===== src/rtl/mem_access_if.sv =====
// rtl/mem_access_if.sv - EX/MEM handshake, data bus and write-back bundle for mem_access
interface mem_access_if;
  logic        ex_valid_i;
  logic        ex_ready_o;
  logic [4:0]  wd_i;
  logic        wreg_i;
  logic [31:0] wdata_i;
  logic [3:0]  memop_i;
  logic [31:0] sdata_i;
  logic        mem_req_o;
  logic        mem_we_o;
  logic [31:0] mem_addr_o;
  logic [31:0] mem_wdata_o;
  logic [3:0]  mem_be_o;
  logic        mem_ack_i;
  logic [31:0] mem_rdata_i;
  logic        wb_valid_o;
  logic [4:0]  wd_o;
  logic        wreg_o;
  logic [31:0] wdata_o;
  logic        stallreq_o;
  logic        err_o;

  modport slave (
    input  ex_valid_i, wd_i, wreg_i, wdata_i, memop_i, sdata_i, mem_ack_i, mem_rdata_i,
    output ex_ready_o, mem_req_o, mem_we_o, mem_addr_o, mem_wdata_o, mem_be_o,
           wb_valid_o, wd_o, wreg_o, wdata_o, stallreq_o, err_o
  );

  modport master (
    output ex_valid_i, wd_i, wreg_i, wdata_i, memop_i, sdata_i, mem_ack_i, mem_rdata_i,
    input  ex_ready_o, mem_req_o, mem_we_o, mem_addr_o, mem_wdata_o, mem_be_o,
           wb_valid_o, wd_o, wreg_o, wdata_o, stallreq_o, err_o
  );
endinterface


===== src/rtl/mem_access.sv =====
// rtl/mem_access.sv - MEM pipeline stage: load/store bus sequencing, lane steering, write-back
module mem_access #(
  parameter int TIMEOUT = 255
) (
  input  logic         clk,
  input  logic         rst,
  mem_access_if.slave  bus
);
  localparam int CW = (TIMEOUT < 2) ? 1 : $clog2(TIMEOUT + 1);

  localparam logic [3:0] OP_NONE = 4'b0000, OP_LB = 4'b0001, OP_LH = 4'b0010, OP_LW = 4'b0011,
                         OP_LBU = 4'b0100, OP_LHU = 4'b0101, OP_SB = 4'b1000, OP_SH = 4'b1001,
                         OP_SW = 4'b1010;

  typedef enum logic {IDLE, WAIT} state_t;

  state_t      state;
  logic [CW-1:0] cnt;
  logic [3:0]  op_q;
  logic [1:0]  off_q;
  logic [4:0]  wd_q;
  logic        wreg_q;

  logic        is_load, is_store, aligned;
  logic [3:0]  st_be;
  logic [31:0] st_data;
  logic [7:0]  ld_byte;
  logic [15:0] ld_half;
  logic [31:0] ld_data;

  always_comb begin
    is_load  = 1'b0;
    is_store = 1'b0;
    aligned  = 1'b1;
    st_be    = 4'b1111;
    st_data  = bus.sdata_i;
    case (bus.memop_i)
      OP_LB, OP_LBU:  is_load = 1'b1;
      OP_LH, OP_LHU: begin is_load = 1'b1; aligned = ~bus.wdata_i[0]; end
      OP_LW:         begin is_load = 1'b1; aligned = (bus.wdata_i[1:0] == 2'b00); end
      OP_SB: begin
        is_store = 1'b1;
        st_be    = 4'b0001 << bus.wdata_i[1:0];
        st_data  = {4{bus.sdata_i[7:0]}};
      end
      OP_SH: begin
        is_store = 1'b1;
        aligned  = ~bus.wdata_i[0];
        st_be    = 4'b0011 << bus.wdata_i[1:0];
        st_data  = {2{bus.sdata_i[15:0]}};
      end
      OP_SW: begin is_store = 1'b1; aligned = (bus.wdata_i[1:0] == 2'b00); end
      default: ;
    endcase
  end

  // Load extraction works on the offset and op latched at request time.
  always_comb begin
    ld_byte = bus.mem_rdata_i[{off_q, 3'b000} +: 8];
    ld_half = bus.mem_rdata_i[{off_q[1], 4'b0000} +: 16];
    case (op_q)
      OP_LB:   ld_data = {{24{ld_byte[7]}}, ld_byte};
      OP_LBU:  ld_data = {24'd0, ld_byte};
      OP_LH:   ld_data = {{16{ld_half[15]}}, ld_half};
      OP_LHU:  ld_data = {16'd0, ld_half};
      default: ld_data = bus.mem_rdata_i;
    endcase
  end

  always_ff @(posedge clk or negedge rst) begin
    if (!rst) begin
      state           <= IDLE;
      cnt             <= '0;
      op_q            <= '0;
      off_q           <= '0;
      wd_q            <= '0;
      wreg_q          <= 1'b0;
      bus.ex_ready_o  <= 1'b1;
      bus.stallreq_o  <= 1'b0;
      bus.mem_req_o   <= 1'b0;
      bus.mem_we_o    <= 1'b0;
      bus.mem_addr_o  <= '0;
      bus.mem_wdata_o <= '0;
      bus.mem_be_o    <= '0;
      bus.wb_valid_o  <= 1'b0;
      bus.err_o       <= 1'b0;
      bus.wd_o        <= '0;
      bus.wreg_o      <= 1'b0;
      bus.wdata_o     <= '0;
    end else begin
      bus.wb_valid_o <= 1'b0;
      bus.err_o      <= 1'b0;
      case (state)
        IDLE: begin
          if (bus.ex_valid_i) begin
            if ((is_load || is_store) && aligned) begin
              state           <= WAIT;
              cnt             <= '0;
              op_q            <= bus.memop_i;
              off_q           <= bus.wdata_i[1:0];
              wd_q            <= bus.wd_i;
              wreg_q          <= bus.wreg_i;
              bus.ex_ready_o  <= 1'b0;
              bus.stallreq_o  <= 1'b1;
              bus.mem_req_o   <= 1'b1;
              bus.mem_we_o    <= is_store;
              bus.mem_addr_o  <= {bus.wdata_i[31:2], 2'b00};
              bus.mem_wdata_o <= st_data;
              bus.mem_be_o    <= st_be;
            end else begin
              // NONE writes back directly; anything else left here is illegal or misaligned.
              bus.wb_valid_o <= 1'b1;
              bus.err_o      <= (bus.memop_i != OP_NONE);
              bus.wd_o       <= bus.wd_i;
              bus.wdata_o    <= bus.wdata_i;
              bus.wreg_o     <= (bus.memop_i == OP_NONE) && bus.wreg_i && (bus.wd_i != 5'd0);
            end
          end
        end
        WAIT: begin
          if (bus.mem_ack_i || cnt == CW'(TIMEOUT - 1)) begin
            state          <= IDLE;
            cnt            <= '0;
            bus.ex_ready_o <= 1'b1;
            bus.stallreq_o <= 1'b0;
            bus.mem_req_o  <= 1'b0;
            bus.mem_we_o   <= 1'b0;
            bus.wb_valid_o <= 1'b1;
            bus.wd_o       <= wd_q;
            if (bus.mem_ack_i) begin
              bus.wreg_o <= ~op_q[3] && wreg_q && (wd_q != 5'd0);
              if (!op_q[3]) bus.wdata_o <= ld_data;
            end else begin
              bus.err_o  <= 1'b1;
              bus.wreg_o <= 1'b0;
            end
          end else begin
            cnt <= cnt + 1'b1;
          end
        end
        default: state <= IDLE;
      endcase
    end
  end
endmodule


===== src/flat_wrapper.sv =====
// flat-port wrapper written by rule: the top's interface ports become plain ports
module mem_access_flat 
#(
  parameter int TIMEOUT = 255
)
  (clk, rst, bus_ex_valid_i, bus_wd_i, bus_wreg_i, bus_wdata_i, bus_memop_i, bus_sdata_i, bus_mem_ack_i, bus_mem_rdata_i, bus_ex_ready_o, bus_mem_req_o, bus_mem_we_o, bus_mem_addr_o, bus_mem_wdata_o, bus_mem_be_o, bus_wb_valid_o, bus_wd_o, bus_wreg_o, bus_wdata_o, bus_stallreq_o, bus_err_o);
  mem_access_if bus_i ();
  input  logic clk;
  input  logic rst;
  input wire logic [$bits(bus_i.ex_valid_i)-1:0] bus_ex_valid_i;
  input wire logic [$bits(bus_i.wd_i)-1:0] bus_wd_i;
  input wire logic [$bits(bus_i.wreg_i)-1:0] bus_wreg_i;
  input wire logic [$bits(bus_i.wdata_i)-1:0] bus_wdata_i;
  input wire logic [$bits(bus_i.memop_i)-1:0] bus_memop_i;
  input wire logic [$bits(bus_i.sdata_i)-1:0] bus_sdata_i;
  input wire logic [$bits(bus_i.mem_ack_i)-1:0] bus_mem_ack_i;
  input wire logic [$bits(bus_i.mem_rdata_i)-1:0] bus_mem_rdata_i;
  output wire logic [$bits(bus_i.ex_ready_o)-1:0] bus_ex_ready_o;
  output wire logic [$bits(bus_i.mem_req_o)-1:0] bus_mem_req_o;
  output wire logic [$bits(bus_i.mem_we_o)-1:0] bus_mem_we_o;
  output wire logic [$bits(bus_i.mem_addr_o)-1:0] bus_mem_addr_o;
  output wire logic [$bits(bus_i.mem_wdata_o)-1:0] bus_mem_wdata_o;
  output wire logic [$bits(bus_i.mem_be_o)-1:0] bus_mem_be_o;
  output wire logic [$bits(bus_i.wb_valid_o)-1:0] bus_wb_valid_o;
  output wire logic [$bits(bus_i.wd_o)-1:0] bus_wd_o;
  output wire logic [$bits(bus_i.wreg_o)-1:0] bus_wreg_o;
  output wire logic [$bits(bus_i.wdata_o)-1:0] bus_wdata_o;
  output wire logic [$bits(bus_i.stallreq_o)-1:0] bus_stallreq_o;
  output wire logic [$bits(bus_i.err_o)-1:0] bus_err_o;
  assign bus_i.ex_valid_i = bus_ex_valid_i;
  assign bus_i.wd_i = bus_wd_i;
  assign bus_i.wreg_i = bus_wreg_i;
  assign bus_i.wdata_i = bus_wdata_i;
  assign bus_i.memop_i = bus_memop_i;
  assign bus_i.sdata_i = bus_sdata_i;
  assign bus_i.mem_ack_i = bus_mem_ack_i;
  assign bus_i.mem_rdata_i = bus_mem_rdata_i;
  assign bus_ex_ready_o = bus_i.ex_ready_o;
  assign bus_mem_req_o = bus_i.mem_req_o;
  assign bus_mem_we_o = bus_i.mem_we_o;
  assign bus_mem_addr_o = bus_i.mem_addr_o;
  assign bus_mem_wdata_o = bus_i.mem_wdata_o;
  assign bus_mem_be_o = bus_i.mem_be_o;
  assign bus_wb_valid_o = bus_i.wb_valid_o;
  assign bus_wd_o = bus_i.wd_o;
  assign bus_wreg_o = bus_i.wreg_o;
  assign bus_wdata_o = bus_i.wdata_o;
  assign bus_stallreq_o = bus_i.stallreq_o;
  assign bus_err_o = bus_i.err_o;
  mem_access #(.TIMEOUT(TIMEOUT)) u_core (.clk(clk), .rst(rst), .bus(bus_i));
endmodule

===== config.mk =====
export PLATFORM = sky130hd
export DESIGN_NAME = mem_access_flat
export DESIGN_NICKNAME = d
export VERILOG_FILES = /design/src/rtl/mem_access_if.sv /design/src/rtl/mem_access.sv /design/src/flat_wrapper.sv
export SDC_FILE = /design/constraint.sdc
export NUM_CORES = 1
export LEC_CHECK = 0
export ABC_AREA = 1
export CORE_ASPECT_RATIO = 0.9
export CORE_UTILIZATION = 30
export CTS_BUF_LIST = sky130_fd_sc_hd__clkbuf_16
export CTS_CLUSTER_DIAMETER = 100
export DETAILED_ROUTE_END_ITERATION = 6
export PLACE_DENSITY = 0.57
export SKIP_CTS_REPAIR_TIMING = 1
export SLEW_MARGIN = 20
export SYNTH_ARGS = -nofsm -noshare
export SYNTH_HDL_FRONTEND = slang
export SYNTH_SLANG_ARGS = --single-unit

===== constraint.sdc =====
create_clock -name clk -period 2.3 [get_ports clk]
set_input_delay 0.46 -clock clk [delete_from_list [all_inputs] [get_ports clk]]
set_output_delay 0.46 -clock clk [all_outputs]
set_load 0.02 [all_outputs]

==> results.md <==
* WP buf/inv at 1
* Crit path DAT at 1580 ps
* Core Area at 22600 µm²
* Yosys reg bits at between 100 and 150
* Switching power at 3.80 mW
* Crit path depth at 1
* CTS Buf Count at 17
* Wirelength per Cell at 15.1 µm
* Post-synthesis sequential area ratio at 46.6%
* Top FF cell, synth: dfrtp_1
* Vias at 6797
* Layout Nets at 1257
* Most frequent cells in the layout: nand2_1 (356), clkdlybuf4s50_1 (218), dfrtp_1 (129), inv_1 (88), nand3_1 (66)
* Vias per std cell at 4.67
* Gp weighted congestion at 0.850
* Diodes inserted at 0
* CP Capture Type: primary output
* CTS tree: done
* Final antenna-violating net count at 0
* Initial antenna violation count at 0
* Maxcap violations at 0
* Slew margin rel. at roughly 67%
* H-tree depth at 4
* Startpoint Class: flop
* Die Y at 147 µm
* Clock power share at between 20% and 30%
* Adder-Cell Fraction of Synth Area at less than 1%
* Leakage power at ~5 nW
* Reg2Reg Depth at 9
* Final hold vios at 15
* Kind of critical path: flop to primary output
* Failing checks: hold timing
* Worst R2R Setup Slack at 460 ps
* Critical Path, Cell by Cell: clkdlybuf4s50_1
* Port Buffers at 219
* Number of fill cells at 2275
* Mapped cell area at 6980 µm²
* Initial cell density of the core at 30.8%
* First-pass GRT wire length at 35200 µm
* Critical path fanouts, max at 2
* Synth Area in Compound Gates at 13.7%
* Vias in the first global route at 6500
* Post-synthesis simple-gate area fraction at 29.0%
* Die area at 23900 µm²
* Setup total negative slack at 0 ps
* Final setup violation count at 0
* CP delay by family, top: buffers and inverters
* Power per cell area at 1010 nW/µm²
* Maximum clock path buffer count at 2
* Critical path required time at 1840 ps
* CP peak stage delay at 610 ps
* Drt pass-1 iters at 5
* GRT Overall Usage at about a fifth
* Final period util at 88.6%
* # DRC at 0
* Post-synth ARST share at 100%
* Max-slew violation count at 0
* Sink Count at 130
* Xor/xnor share of the synthesized area at 0.376%
* Crit-path slowest cell: clkdlybuf4s50_1
* RSZ-0062 raised after global routing: no
* Status: complete, but fails checks
* Post-layout util at about 45%
* Least-Margin Pin Slew at 500 ps
* Clk slew on worst S/H paths at 60 ps
* Initial detailed-routing violation count at 493
* Post-Synthesis Cells at 930
* CTS root buf: clkbuf_16
* Grt total ovfl at 0
* Main combinational cell family by area after synthesis: simple AND/OR/NAND/NOR gates
* Post-synthesis mux area share at 0%
* Detailed Place HPWL at 16300 µm
* Internal Power at 6.45 mW
* Largest net degree at the start of global routing at 50
* Share of cells above drive strength 1 at 9.67%
* Die W at 163 µm
* Switch share at 37.1%
* Hold_ws at -23.4 ps
* Clk_skew at between 10 and 15 ps
* Mean Syn Cell Area at roughly 7.5 µm²
* Max IR drop VDD at between 0.4 and 0.5 mV
* Sequential power share at about a third
* Hold Path Class: input pin to asynchronous set/reset pin
* Area Growth Syn to Fin at 45.1%
* Clk_lat worst skew at between 400 and 500 ps
* EDFF count, synth at 0
* YS warnings at 0
* Tmin final at 2040 ps
* Max Freq at slightly below 500 MHz
* Synth cell types at 35
* Commonest non-fill, non-tap cell in the layout: nand2_1
* Comb pwr share at 39.9%
* I/O pin count at roughly 220
* # rows at 52
* Final WL at 22000 µm
==> sequential cells by signal, indices dropped and copies added (netlist names), 2 cells and up <==
signal	cells
u_core.bus.wdata_o	32
u_core.bus.mem_wdata_o	32
u_core.bus.wd_o	5
u_core.cnt	8
u_core.wd_q	5
u_core.off_q	2
u_core.bus.mem_be_o	4
u_core.op_q	4
u_core.bus.mem_addr_o	30
==> power by group through the flow <==
stage          combinational [mW]  sequential (mW)  clock [mW]
2_1_floorplan                1.55             3.99           0
3_3_place_gp                 4.08             3.36           0
3_5_place_dp                 4.12             3.36           0
4_1_cts                      4.13             3.33        2.90
5_1_grt                      4.47             3.41        2.97
6_report                     4.08             3.33        2.84
==> logic make-up after synthesis <==
family,count (synthesis)
XOR/XNOR,3
buffers and inverters,144
adder cells (fa/ha/maj),2
other,1
AO/OA/AOI/OAI,164
flip-flops,130
AND/OR/NAND/NOR,486
==> cell usage after synthesis (2+ instances only) <==
cell type | number | area, µm²
o21ai_1 | 46 | 230
buf_4 | 7 | 52.6
dfrtp_1 | 129 | 3230
buf_6 | 13 | 146
o21ai_0 | 43 | 215
buf_2 | 12 | 60.1
nand2_2 | 4 | 25.0
a21oi_2 | 2 | 17.5
ha_1 | 2 | 25.0
o21ai_2 | 20 | 175
nand2_4 | 2 | 22.5
nor2_4 | 3 | 33.8
nor3_1 | 2 | 10.0
o22ai_1 | 9 | 56.3
nor2_1 | 30 | 113
o211ai_1 | 7 | 52.6
nor2_2 | 3 | 18.8
o31ai_1 | 2 | 15.0
nand2_1 | 356 | 1340
clkbuf_1 | 15 | 56.3
nand4_1 | 8 | 50.1
nand3_2 | 2 | 20.0
nand3_1 | 66 | 330
a21o_1 | 6 | 45.0
or2_2 | 9 | 56.3
inv_2 | 6 | 22.5
xor2_1 | 3 | 26.3
inv_1 | 89 | 334
a21oi_1 | 28 | 140
==> per-layer routing <==
layer	share of wire [%]	wire length, µm	GRT usage [%]
met1	48	10600	27.6
met2	42	9150	27.4
met3	9.1	2010	5.36
met4	0.88	194	4.44
met5	0	0	0
==> worst paths after layout <==
kind                                              end                        from
max in group asynchronous       u_core.bus.ex_ready_o                         rst
min in group clk           u_core.bus.mem_wdata_o[20]  u_core.bus.mem_wdata_o[20]
max                                    bus_ex_ready_o       u_core.bus.ex_ready_o
max reg2reg                     u_core.bus.wdata_o[6]              u_core.op_q[3]
min                         u_core.bus.mem_addr_o[28]                         rst
min reg2reg                u_core.bus.mem_wdata_o[20]  u_core.bus.mem_wdata_o[20]
==> final cells by class <==
cell class / count / area [µm²] / area share (%)
repair buffers: 244 / 2490 / 24.6
clock buffers: 17 / 425 / 4.20
multi-input cells: 657 / 3050 / 30.1
well taps: 297 / 372 / 3.67
inverters: 95 / 357 / 3.52
flip-flops and latches: 130 / 3250 / 32.1
clock inverters: 15 / 181 / 1.79
==> metrics by stage <==
step           setup WS [ps]  cells  instance area, µm²  hold slack [ps]  power [mW]
2_1_floorplan            762    931                6980              164        5.54
3_3_place_gp            98.0   1423                9520              451        7.44
3_5_place_dp            73.7   1423                9520              446        7.47
4_1_cts                  240   1455               10100            -13.2        10.4
5_1_grt                  219   1455               10100             11.6        10.9
6_report                 263   1455               10100            -23.4        10.2
Power figures use the tool's default switching activity.
